$ cat src/rtl/subpel_conv_arbiter.sv
// Round-robin arbiter sharing one subpel_conv3x3 engine among NUM_REQ requesters,
// with an engine watchdog that aborts a hung job and resets the engine.
module subpel_conv_arbiter #(
  parameter int NUM_REQ = 4,
  parameter int SEL_W   = 2,
  parameter int TIMEOUT = 1023,
  parameter int CNT_W   = 16
) (
  input  logic               clk,
  input  logic               rst,
  input  logic [NUM_REQ-1:0] req,
  output logic [NUM_REQ-1:0] ack,
  output logic               err,
  output logic [SEL_W-1:0]   sel,
  output logic               busy,
  output logic               eng_start,
  input  logic               eng_done,
  output logic               eng_rst,
  output logic [CNT_W-1:0]   job_count
);

  localparam int WD_W = $clog2(TIMEOUT + 1);

  typedef enum logic [2:0] {IDLE, SETUP, LAUNCH, WAIT, DONE, ABORT} state_t;

  state_t             state;
  logic [SEL_W-1:0]   sel_q;
  logic [SEL_W-1:0]   last;
  logic [WD_W-1:0]    wd;
  logic [CNT_W-1:0]   cnt;
  logic [NUM_REQ-1:0] ack_q;
  logic               err_q;
  logic               busy_q;
  logic               start_q;
  logic               eng_rst_q;

  logic [2*NUM_REQ-1:0] req2;
  logic [NUM_REQ-1:0]   rot;
  logic [SEL_W-1:0]     winner;
  logic                 found;
  logic [NUM_REQ-1:0]   grant_oh;

  // Rotate req so bit 0 is requester (last+1); first set bit is the winner.
  always_comb begin
    req2   = {req, req} >> (32'(last) + 32'd1);
    rot    = req2[NUM_REQ-1:0];
    winner = last;
    found  = 1'b0;
    for (int unsigned i = 0; i < NUM_REQ; i++) begin
      if (!found && rot[i]) begin
        winner = SEL_W'((32'(last) + 32'd1 + i) % NUM_REQ);
        found  = 1'b1;
      end
    end
  end

  always_comb begin
    grant_oh = '0;
    for (int unsigned i = 0; i < NUM_REQ; i++) begin
      grant_oh[i] = (32'(sel_q) == i);
    end
  end

  always_ff @(posedge clk) begin
    if (rst) begin
      state     <= IDLE;
      sel_q     <= '0;
      last      <= SEL_W'(NUM_REQ - 1);
      wd        <= '0;
      cnt       <= '0;
      ack_q     <= '0;
      err_q     <= 1'b0;
      busy_q    <= 1'b0;
      start_q   <= 1'b0;
      eng_rst_q <= 1'b0;
    end else begin
      ack_q     <= '0;
      err_q     <= 1'b0;
      start_q   <= 1'b0;
      eng_rst_q <= 1'b0;
      case (state)
        IDLE: begin
          if (|req) begin
            sel_q  <= winner;
            busy_q <= 1'b1;
            state  <= SETUP;
          end
        end
        SETUP: begin
          start_q <= 1'b1;
          state   <= LAUNCH;
        end
        LAUNCH: begin
          wd    <= '0;
          state <= WAIT;
        end
        WAIT: begin
          // Done wins over a watchdog expiry in the same cycle.
          if (eng_done) begin
            ack_q <= grant_oh;
            state <= DONE;
          end else begin
            wd <= wd + 1'b1;
            if (wd == WD_W'(TIMEOUT - 1)) begin
              ack_q     <= grant_oh;
              err_q     <= 1'b1;
              eng_rst_q <= 1'b1;
              state     <= ABORT;
            end
          end
        end
        DONE: begin
          cnt    <= cnt + 1'b1;
          last   <= sel_q;
          busy_q <= 1'b0;
          state  <= IDLE;
        end
        ABORT: begin
          last   <= sel_q;
          busy_q <= 1'b0;
          state  <= IDLE;
        end
        default: begin
          busy_q <= 1'b0;
          state  <= IDLE;
        end
      endcase
    end
  end

  // Outputs show reset values while rst is high; a job in flight gets eng_rst.
  assign ack       = rst ? '0 : ack_q;
  assign err       = err_q & ~rst;
  assign sel       = rst ? '0 : sel_q;
  assign busy      = busy_q & ~rst;
  assign eng_start = start_q & ~rst;
  assign eng_rst   = rst ? busy_q : eng_rst_q;
  assign job_count = rst ? '0 : cnt;

endmodule

$ cat config.mk
export PLATFORM = sky130hd
export DESIGN_NAME = subpel_conv_arbiter
export DESIGN_NICKNAME = d
export VERILOG_FILES = /design/src/rtl/subpel_conv_arbiter.sv
export SDC_FILE = /design/constraint.sdc
export NUM_CORES = 1
export LEC_CHECK = 0
export BUFFER_PORTS_ARGS = -buffer_cell sky130_fd_sc_hd__buf_2
export CORE_UTILIZATION = 35
export DETAILED_ROUTE_END_ITERATION = 10
export PLACE_DENSITY_LB_ADDON = 0.25
export SETUP_SLACK_MARGIN = 0.05
export SKIP_LAST_GASP = 1
export SLEW_MARGIN = 20
export SYNTH_ARGS = -nofsm -noshare
export SYNTH_HDL_FRONTEND = slang
export SYNTH_SLANG_ARGS = --single-unit
$ cat constraint.sdc
create_clock -name clk -period 1.9 [get_ports clk]
set_clock_uncertainty 0.05 [all_clocks]
set_input_delay 0.095 -clock clk [delete_from_list [all_inputs] [get_ports clk]]
set_output_delay 0.095 -clock clk [all_outputs]
set_load 0.01 [all_outputs]
# Yosys cells after proc, flatten, opt, wreduce, memory -nomap -nowiden
# Index checks and enable logic that the tools add are counted.
[word_totals] regBits=40 inputBits=7 out_inout_bits=26
[op_classes] n_addsub=6 eq_ne=12 n_shift=1 mux=23 bitwise=6 n_reduce_logical=18
[ops] op="$pmux W10 S2" n=1
[ops] op="$add A16 B1 Y16 const B" n=1
[ops] op="$mux W16" n=1
[ops] op="$mux W4" n=3
[ops] op="$pmux W3 S4" n=1
[ops] op="$add A10 B1 Y10 const B" n=1
[ops] op="$eq A10 B10 Y1 const B" n=1
[ops] op="$mux W10" n=1
[ops] op="$mux W2" n=5
[ops] op="$mux W3" n=3
[ops] op="$reduce_and A2 Y1" n=4
[ops] op="$shr A8 B3 Y4" n=1
[ops] op="$mux W1" n=7
[ops] op="$eq A3 B2 Y1 const B" n=2
[ops] op="$eq A3 B3 Y1 const B" n=2
[ops] op="$reduce_or A3 Y1" n=2
[ops] op="$add A2 B2 Y2 const B" n=2
[ops] op="$eq A2 B2 Y1 const B" n=2
[ops] op="$ne A2 B2 Y1 const B" n=2
[ops] op="$reduce_or A2 Y1" n=2
[ops] op="$reduce_or A4 Y1" n=1
[ops] op="$add A2 B1 Y3 const B" n=1
[ops] op="$and A1 B1 Y1" n=3
[ops] op="$eq A3 B1 Y1 const B" n=1
[ops] op="10 further kinds" n=16

# Longest topological paths before layout
[logic_depth] depth_word=12 ltp_mapped=7

# Least setup slack after synthesis
# No wires, ideal clock.
[synth_path] path_kind="register -> register" startpoint="register cnt[3]" endpoint="register cnt[15]" setup_time_ps=115 t_arrival_ps=1450 required_time_ps=1735 setup_slack_ps=285 stages_incl_launch_ff=5 path_buffers=0 synth_period_minus_slack_ps=1615 cell_sequence="dfxtp_1 -> nand4_4 -> or3_4 -> o31a_1 -> o21ba_2"
[synth_via] elab_chain_cells=1
[synth_rtl] element="from (decl)" line_no="30" source="logic [CNT_W-1:0] cnt;"
[synth_rtl] element="from (signal assigned)" line_no="113" source="cnt <= cnt + 1'b1;"
[synth_rtl] element="$add A16 B1 Y16" line_no="113"
# No other way between the ends.
# A chain may end at the register's enable or synchronous reset.

# Worst setup path in the final report
[layout_path] startpoint="register cnt[4]" endpoint="register cnt[15]"
# The elaborated chain is that of the path after synthesis.

==> impl_metrics.json <==
{
  "hold_buffers": 0,
  "power_frac_comb_pct": 7.4,
  "grtUsageMet1_pct": 19.64,
  "cts_resized": 0,
  "rsz0062_at_grt": "false",
  "die_h_um": 77.44,
  "holdPathStages": 3,
  "timing.rr.start": "cnt[4]$_SDFFE_PP0P_",
  "antenna_found_initial": 0,
  "power_leakage_nw": 0.9333,
  "synth.largest_area_cell": "dfxtp_1",
  "finalSetupViolCount": 0,
  "worstHoldStart": "rst",
  "synthMuxAreaShare_pct": 1.633,
  "syn_avg_cell_area_um2": 8.440,
  "final_max_slew_viol_count": 0,
  "postPlaceCellArea_um2": 2243,
  "timing.rr.end": "cnt[15]$_SDFFE_PP0P_",
  "required_ns": 2.04,
  "fillers": 566,
  "grt_overflow": 0,
  "fin_nets": 281,
  "cts_buffers": 5,
  "drive_gt1_share_pct": 19.49,
  "grtUsageMet2_pct": 22.65,
  "detailed_place_hpwl_um": 2754,
  "tns_ns": 0,
  "antenna_left": 0,
  "reg2regPathDepth": 4,
  "cts-root-buf": "clkbuf_8",
  "synth-xor-area-share_pct": 6.156,
  "holdPathEnd": "busy_q$_SDFFE_PP0P_",
  "path_clk_slew_ns": 0.09,
  "gr-max-usage-layer": "met2",
  "crit_fanout": 7,
  "synth-seq-area-share_pct": 40.20,
  "switching_power_mw": 0.3973,
  "timing.fmax_ghz": 0.5863,
  "final_cell_mix": "dfxtp_1, buf_2, nor2b_1, nor2_1, nand2_1",
  "ys.flop_type": "dfxtp_1",
  "rows": 27,
  "async_flop_share_pct": 0,
  "hold_viol_final": 0,
  "synthToLayoutAreaGrowth_pct": 18.22,
  "grt_usage_pct": 14.48,
  "fin_crit_ns": 1.706,
  "worstMarginPinSlew_ns": 0.5420,
  "vias_per_cell": 4.875,
  "synth_compound_area_share_pct": 10.62,
  "die_width_um": 77.44,
  "ys_seq_elements": 40,
  "io_pins": 33,
  "diodes": 0,
  "endpoint_kind": "flip-flop",
  "core-area_um2": 5507,
  "synth-edff-count": 0,
  "layout_worst_path_cycle_share_pct": 89.77,
  "syn_area_um2": 1992,
  "layout_commonest_cell": "dfxtp_1",
  "drcViolationCount": 0,
  "start_util_pct": 36.17,
  "worstSetupStartpointType": "flip-flop",
  "synth_area_leaders": "dfxtp_1, nor2b_1, nor2_1",
  "synth_top_area_share_pct": 40.20,
  "design.die.area_um2": 5997,
  "cts.sinks": 40,
  "tritoncts": "yes",
  "io_buffers": 32,
  "synth-simple-area-share_pct": 36.18,
  "synth_cell_types": 48,
  "cts_setup_buffers": 0,
  "drt_iter0_markers": 77,
  "crit_type": "flip-flop to flip-flop",
  "outcome": "completed",
  "grt_pass1_wl_um": 7093,
  "p_int_mw": 1.293,
  "grt_use_met3_pct": 3.294,
  "clk_latency_ns": 0.29,
  "pwr-share-clk_pct": 41.1,
  "grt_pass1_vias": 1563,
  "min_path_type": "input pin to flip-flop",
  "vias": 1677,
  "crit_arrival_ns": 1.84,
  "grt_max_degree": 52,
  "synthesis.nets": 246,
  "pwr_density_cell_nw_per_um2": 717.8,
  "clk_path_buf_depth": 2,
  "gp_congestion": 0.7602,
  "cts-htree-levels": 2,
  "ys_warn_count": 0,
  "cap_violations": 0,
  "synth-adder-area-share_pct": 1.884,
  "wl_per_cell_um": 11.27,
  "ir_drop_mv": 0.3439,
  "drt_pre_antenna_iters": 4,
  "fin_worst_hold_slack_ns": 0.04590,
  "synth_top_family_by_area": "simple AND/OR/NAND/NOR gates",
  "relSlewSlack_pct": 63.53,
  "r2r_slack_ns": 0.19,
  "p_seq_share_pct": 51.4,
  "fin_area_um2": 2355,
  "swShare_pct": 23.51,
  "routed_wl_um": 3878,
  "syn_inst": 236
}
## synth_stat cells (2+ instances only)
cell type,count
nand4_1,4
or2_2,2
buf_1,2
nor3_1,8
nor2b_1,27
nand3_1,10
nand4b_1,2
xnor2_1,6
nor4_1,6
or3_1,5
nand2b_1,5
clkbuf_1,5
a21o_1,2
ha_1,3
inv_1,8
nor3b_1,4
xor2_1,8
and2_1,2
and3_1,4
dfxtp_1,40
mux2_2,2
a21oi_1,10
o21ai_0,8
nand2_1,14
a211o_1,2
and4_1,2
nor2_1,24
## kinds of logic (layout without fill, tap and decap cells)
| kind of cell | after synthesis | in the layout |
|---|---|---|
| buf+inv | 17 | 53 |
| flops | 40 | 40 |
| xor+xnor | 14 | 14 |
| fa+ha+maj | 3 | 3 |
| compound gates | 33 | 33 |
| simple gates | 126 | 126 |
| mux | 3 | 3 |
## sequential cells by signal, summed over array words and instances, names as in the netlist
signal and count:
sel_q 2, ack_q 4, cnt 16, state 3, eng_rst_q 1, busy_q 1, start_q 1, wd 10
last 2
## critical path, stage by stage, from the launching register on
cell     delay [ns]
dfxtp_1        0.44
nand4_4        0.17
or3_4          0.45
o31a_1         0.30
o21ba_2        0.20
## area by class of cell
class	instances	area (um^2)	area share [%]
Multi-Input combinational cell	179	1125	47.77
Sequential cell	40	800.8	34.01
Timing Repair Buffer	37	197.7	8.395
Tap cell	72	90.09	3.826
Clock buffer	5	68.82	2.922
Clock inverter	3	42.54	1.807
Inverter	8	30.03	1.275
## through the flow
step | utilization, % | setup WS [ns] | cells | power [mW]
6_report | 42.76 | 0.1944 | 344 | 1.690
3_3_place_gp | 40.74 | 0.2379 | 336 | 1.015
2_1_floorplan | - | 0.2846 | 236 | 0.9746
4_1_cts | 42.76 | 0.1934 | 344 | 1.716
5_1_grt | 42.76 | 0.07724 | 344 | 1.774
3_5_place_dp | 40.74 | 0.2014 | 336 | 1.016
## layer usage
| metal | share of wire [%] | wire length, um | up-vias |
|---|---|---|---|
| li1 | - | - | 889 |
| met1 | 53 | 2066 | 755 |
| met2 | 42 | 1620 | 28 |
| met3 | 3.6 | 140 | 5 |
| met4 | 1.3 | 51 | 0 |
| met5 | 0 | 0 | - |
## worst max-delay path by stage
stage | start | endpoint | slack, ns | cells past startpoint
after floorplan | cnt[3]$_SDFFE_PP0P_ | cnt[15]$_SDFFE_PP0P_ | 0.28 | 4
after detailed placement | cnt[4]$_SDFFE_PP0P_ | cnt[15]$_SDFFE_PP0P_ | 0.20 | 4
final | cnt[4]$_SDFFE_PP0P_ | cnt[15]$_SDFFE_PP0P_ | 0.19 | 4
after global placement | cnt[4]$_SDFFE_PP0P_ | cnt[15]$_SDFFE_PP0P_ | 0.24 | 4
after CTS | cnt[4]$_SDFFE_PP0P_ | cnt[15]$_SDFFE_PP0P_ | 0.19 | 4
after global routing | cnt[4]$_SDFFE_PP0P_ | cnt[15]$_SDFFE_PP0P_ | 0.08 | 4
## power groups by stage
stage | clock (mW) | sequential [mW] | combinational (mW)
floorplan | 0 | 0.883 | 0.0914
global placement | 0 | 0.889 | 0.126
detailed placement | 0 | 0.889 | 0.127
CTS | 0.720 | 0.869 | 0.128
global route | 0.758 | 0.874 | 0.142
finish | 0.695 | 0.869 | 0.126
Power figures use the tool's default switching activity.
